[src/rtl/simple_cpu_p.sv]
// Multi-cycle 8-register CPU: LOAD/FETCH/DECODE/EXEC/MEM/WB/HALT sequencer
// with a single shared word-addressed memory port and registered bus outputs.
module simple_cpu_p #(
  parameter int unsigned DW = 16,
  parameter int unsigned AW = 8
) (
  input  logic          clk,
  input  logic          rst_n,
  input  logic [AW-1:0] start_pc,
  output logic [AW-1:0] mem_addr,
  output logic          mem_rd,
  output logic          mem_wr,
  output logic [DW-1:0] mem_wdata,
  input  logic [DW-1:0] mem_rdata,
  output logic [DW-1:0] out,
  output logic          halted
);

  typedef enum logic [2:0] {
    ST_LOAD, ST_FETCH, ST_DECODE, ST_EXEC, ST_MEM, ST_WB, ST_HALT
  } state_t;

  typedef enum logic [2:0] {
    OP_MOVI, OP_MOV, OP_ADD, OP_AND, OP_LDR, OP_STR, OP_BEQZ, OP_HALT
  } op_t;

  state_t        state_q, state_d;
  logic [AW-1:0] pc_q, pc_d;
  logic [15:0]   ir_q, ir_d;
  logic [DW-1:0] regs_q [8];
  logic [DW-1:0] regs_d [8];
  logic [DW-1:0] out_q, out_d;
  logic          halted_q, halted_d;
  logic [AW-1:0] mem_addr_q, mem_addr_d;
  logic          mem_rd_q, mem_rd_d;
  logic          mem_wr_q, mem_wr_d;
  logic [DW-1:0] mem_wdata_q, mem_wdata_d;

  op_t           op;
  logic [2:0]    rd, rn, rm;
  logic [DW-1:0] imm_sx, rd_val, rn_val, rm_val;
  logic [AW-1:0] ea;
  logic          wr_en;
  logic [DW-1:0] wr_val;

  assign op     = op_t'(ir_q[15:13]);
  assign rd     = ir_q[10:8];
  assign rn     = ir_q[7:5];
  assign rm     = ir_q[2:0];
  assign imm_sx = {{(DW-8){ir_q[7]}}, ir_q[7:0]};
  assign rd_val = regs_q[rd];
  assign rn_val = regs_q[rn];
  assign rm_val = regs_q[rm];
  assign ea     = rn_val[AW-1:0];

  always_comb begin
    state_d     = state_q;
    pc_d        = pc_q;
    ir_d        = ir_q;
    regs_d      = regs_q;
    out_d       = out_q;
    halted_d    = halted_q;
    mem_addr_d  = mem_addr_q;
    mem_wdata_d = mem_wdata_q;
    mem_rd_d    = 1'b0;
    mem_wr_d    = 1'b0;
    wr_en       = 1'b0;
    wr_val      = '0;

    case (state_q)
      ST_LOAD: begin
        pc_d    = start_pc;
        state_d = ST_FETCH;
      end
      ST_FETCH: state_d = ST_DECODE;
      ST_DECODE: begin
        ir_d    = mem_rdata[15:0];
        pc_d    = pc_q + AW'(1);
        state_d = ST_EXEC;
      end
      ST_EXEC: begin
        state_d = ST_FETCH;
        case (op)
          OP_MOVI: begin wr_en = 1'b1; wr_val = imm_sx; end
          OP_MOV:  begin wr_en = 1'b1; wr_val = rm_val; end
          OP_ADD:  begin wr_en = 1'b1; wr_val = rn_val + rm_val; end
          OP_AND:  begin wr_en = 1'b1; wr_val = rn_val & rm_val; end
          OP_LDR: begin
            state_d    = ST_MEM;
            mem_rd_d   = 1'b1;
            mem_addr_d = ea;
          end
          OP_STR: begin
            state_d     = ST_MEM;
            mem_wr_d    = 1'b1;
            mem_addr_d  = ea;
            mem_wdata_d = rd_val;
          end
          // pc_q already points past this instruction, so 0xFF lands back on it
          OP_BEQZ: if (rd_val == '0) pc_d = pc_q + imm_sx[AW-1:0];
          OP_HALT: begin
            state_d  = ST_HALT;
            halted_d = 1'b1;
          end
          default: state_d = ST_FETCH;
        endcase
      end
      ST_MEM:  state_d = (op == OP_LDR) ? ST_WB : ST_FETCH;
      ST_WB: begin
        wr_en   = 1'b1;
        wr_val  = mem_rdata;
        state_d = ST_FETCH;
      end
      ST_HALT: state_d = ST_HALT;
      default: state_d = ST_LOAD;
    endcase

    if (wr_en) begin
      regs_d[rd] = wr_val;
      out_d      = wr_val;
    end

    // Bus strobes are registered, so the fetch request is set up on entry to FETCH
    if (state_d == ST_FETCH) begin
      mem_rd_d   = 1'b1;
      mem_addr_d = pc_d;
    end
  end

  always_ff @(posedge clk or negedge rst_n) begin
    if (!rst_n) begin
      state_q     <= ST_LOAD;
      pc_q        <= '0;
      ir_q        <= '0;
      for (int unsigned i = 0; i < 8; i++) regs_q[i] <= '0;
      out_q       <= '0;
      halted_q    <= 1'b0;
      mem_addr_q  <= '0;
      mem_rd_q    <= 1'b0;
      mem_wr_q    <= 1'b0;
      mem_wdata_q <= '0;
    end else begin
      state_q     <= state_d;
      pc_q        <= pc_d;
      ir_q        <= ir_d;
      regs_q      <= regs_d;
      out_q       <= out_d;
      halted_q    <= halted_d;
      mem_addr_q  <= mem_addr_d;
      mem_rd_q    <= mem_rd_d;
      mem_wr_q    <= mem_wr_d;
      mem_wdata_q <= mem_wdata_d;
    end
  end

  assign mem_addr  = mem_addr_q;
  assign mem_rd    = mem_rd_q;
  assign mem_wr    = mem_wr_q;
  assign mem_wdata = mem_wdata_q;
  assign out       = out_q;
  assign halted    = halted_q;

endmodule
[config.mk]
export PLATFORM = sky130hd
export DESIGN_NAME = simple_cpu_p
export DESIGN_NICKNAME = d
export VERILOG_FILES = /design/src/rtl/simple_cpu_p.sv
export SDC_FILE = /design/constraint.sdc
export NUM_CORES = 1
export LEC_CHECK = 0
export ABC_CLOCK_PERIOD_IN_PS = 5100
export CELL_PAD_IN_SITES_DETAIL_PLACEMENT = 0
export CELL_PAD_IN_SITES_GLOBAL_PLACEMENT = 1
export CORE_ASPECT_RATIO = 0.75
export CORE_MARGIN = 8
export CORE_UTILIZATION = 50
export CTS_CLUSTER_SIZE = 28
export DETAILED_ROUTE_END_ITERATION = 8
export DONT_BUFFER_PORTS = 1
export PLACE_DENSITY = 0.86
export SYNTH_ARGS = -nofsm -noshare
export SYNTH_HDL_FRONTEND = slang
export SYNTH_SLANG_ARGS = --single-unit
export TNS_END_PERCENT = 10
[constraint.sdc]
create_clock -name clk -period 5.1 [get_ports clk]
set_input_delay 1.02 -clock clk [delete_from_list [all_inputs] [get_ports clk]]
set_output_delay 1.02 -clock clk [all_outputs]
set_load 0.005 [all_outputs]
==> qor.txt <==
worst-path cell chain - buf_4 > mux4_2 > mux2_2 > ha_1 > nand2_1 > nor3_1 > a21oi_1 > and2_1 > a31oi_1 > a221oi_1 > xnor2_1 > a221oi_2 > o21ai_0
Mapped Nets - 1,219
fraction of layout cells with a size suffix above 1 - 23.30%
crit path DAT - 4.98 ns
Synth area leader - dfrtp_1
Vias/cell - 6.611
endpoints failing setup - 0
dpl cells - 1,448
top cells by area, synth - dfrtp_1, mux4_2, mux2_2, nand2_1, a21oi_1
Crit-path slowest cell - dfrtp_2
Gates resized, CTS repair - 0
antenna violations before repair - 2
port bufs - 0
Cells after Synth - 1,167
Mapped Area - 12,320 um2
Max-Cap Viols - 0
# Post-CTS Setup Buffers - 0
Residual DRC - 0
Core Box Area - 24,090 um2
die width - 197.2 um
I/O pin count - 69
synth unique cells - 66
post-DP HPWL - 26,880 um
vias in the first global route - 9,372
Place WS - 0.4666 ns
synth cell count leaders - dfrtp_1, nand2_1, nor2_1
Tot GR Track Use - 25.75%
status - finished clean
number of routed nets with antenna violations - 0
# nets final - 1,188
final wirelength - 37,960 um
Startpoint Class - flip-flop
Post-Route Setup TNS - 0 ns
clock slew at reported path FFs - 0.07 ns
WP data required - 5.39 ns
Sink Count - 196
Num CTS Buffers - 17
fin cells - 1,477
Worst Hold Class - in -> async
Initial DRT Pass Iterations - 6
worst skew pair latency - 0.45 ns
ys async rst share - 100.0%
Initial Util - 51.12%
Cell Rows - 49
first-pass GRT wire length - 58,710 um
setup ws final - 0.4062 ns
Layout Skew - 0.01279 ns
most common flop cell mapped by yosys - dfrtp_1
top-count cell post-synth - dfrtp_1
cts-stage hold buffer count - 0
routed len/inst - 25.70 um
Highest Clock Rate - 213.0 MHz
Final Hold Viols - 0
Rel. slew slack - 28.83%
Seq/Total Area, Yosys - 39.82%
RSZ-0062 raised after global routing - no
syn avg cell area - 10.55 um2
GRT Residual Overflow - 0
fin crit share - 92.04%
critical-path maximum fanout - 19
Root Driver - clkbuf_16
min cycle time layout - 4.694 ns
antenna cell count - 0
vias - 9,764
share of the synthesized area in the top cell type - 39.82%
clk buf depth - 2
chip height - 151.9 um
EDFF count, synth - 0
initial drt markers - 1,209
H-tree depth - 4
Worst path max stage delay - 0.73 ns
P&R area growth vs syn - 7.832%
die area - 29,960 um2
max-slew violation count - 0
Critical Path End Type - flip-flop
Placer Congestion - 0.9879
largest net degree at the start of global routing - 197
TritonCTS clock tree - built
hold_ws - 0.2702 ns
Slew @ Worst Pin - 1.056 ns
critical path class - reg -> reg
Yosys warnings - 0
Synth Register Bits - 196
-- layer usage --
metal	vias to the layer above	GRT usage, %	routed length (um)
met5	-	0	30
met4	4	7.222	855
met3	71	8.916	4840
met2	563	35.61	16070
met1	4893	37.60	16170
li1	4233	-	-
-- cell families after synthesis --
kind of cell | after synthesis | synth area share, %
flops | 196 | 39.82
simple gates | 354 | 12.55
fa+ha+maj | 26 | 2.763
xor+xnor | 22 | 1.564
compound gates | 280 | 13.40
buf+inv | 101 | 3.444
mux | 188 | 26.46
-- final timing paths --
path / startpoint / to / slack, ns / cells past startpoint
setup / recovery: ir_q[0]$_DFFE_PN0P_ / regs_q[125]$_DFFE_PN0P_ / 0.41 / 13
hold / removal: rst_n / out[7]$_DFFE_PN0P_ / 0.27 / 0
setup reg to reg: ir_q[0]$_DFFE_PN0P_ / regs_q[125]$_DFFE_PN0P_ / 0.41 / 13
hold reg to reg: out[14]$_DFFE_PN0P_ / out[14]$_DFFE_PN0P_ / 0.51 / 2
max in group asynchronous: rst_n / regs_q[98]$_DFFE_PN0P_ / 4.58 / 0
min in group clk: out[14]$_DFFE_PN0P_ / out[14]$_DFFE_PN0P_ / 0.51 / 2
-- cell type report --
class / instances / area, um2
clock buffers: 19 / 452.9
multi-input cells: 870 / 7010
fillers: 2090 / 10810
flip-flops and latches: 196 / 4910
repair buffers: 35 / 262.8
inverters: 16 / 60.06
well taps: 331 / 414.1
clock inverters: 10 / 171.4
-- worst max-delay path: cells and delay by family, from the launching register on --
family / cells / cell delay [ns]
simple gates: 3 / 0.47
buf+inv: 1 / 0.48
mux: 2 / 0.84
xor+xnor: 1 / 0.18
flops: 1 / 0.73
fa+ha+maj: 1 / 0.39
compound gates: 5 / 1.44
-- stage by stage --
stage | utilization (%) | cell area [um2]
2_1_floorplan | - | 12320
3_5_place_dp | 52.53 | 12660
5_1_grt | 55.12 | 13280
4_1_cts | 55.12 | 13280
3_3_place_gp | 52.53 | 12660
6_report | 55.12 | 13280
-- cells in the final DEF, fill, tap and decap left out, drive strengths merged, types with 20 or more instances in the layout --
cell type | Yosys | final
nor2 | 119 | 119
buf | 32 | 35
dfrtp | 196 | 196
mux2 | 69 | 69
mux4 | 101 | 101
a21oi | 102 | 102
o21ai | 111 | 111
nand2 | 150 | 150
ha | 24 | 24
nor3 | 22 | 22
inv | 16 | 20
-- sequential cells by signal (all words and copies together) (netlist names) --
signal and flops:
mem_addr 8, state_q 3, mem_wr 1, ir_q 14, mem_rd 1, mem_wdata 16
regs_q 128, out 16, halted 1, pc_q 8
Power is not shown: default switching activity piles up to over one toggle a cycle in this logic, so the estimate is an artifact.
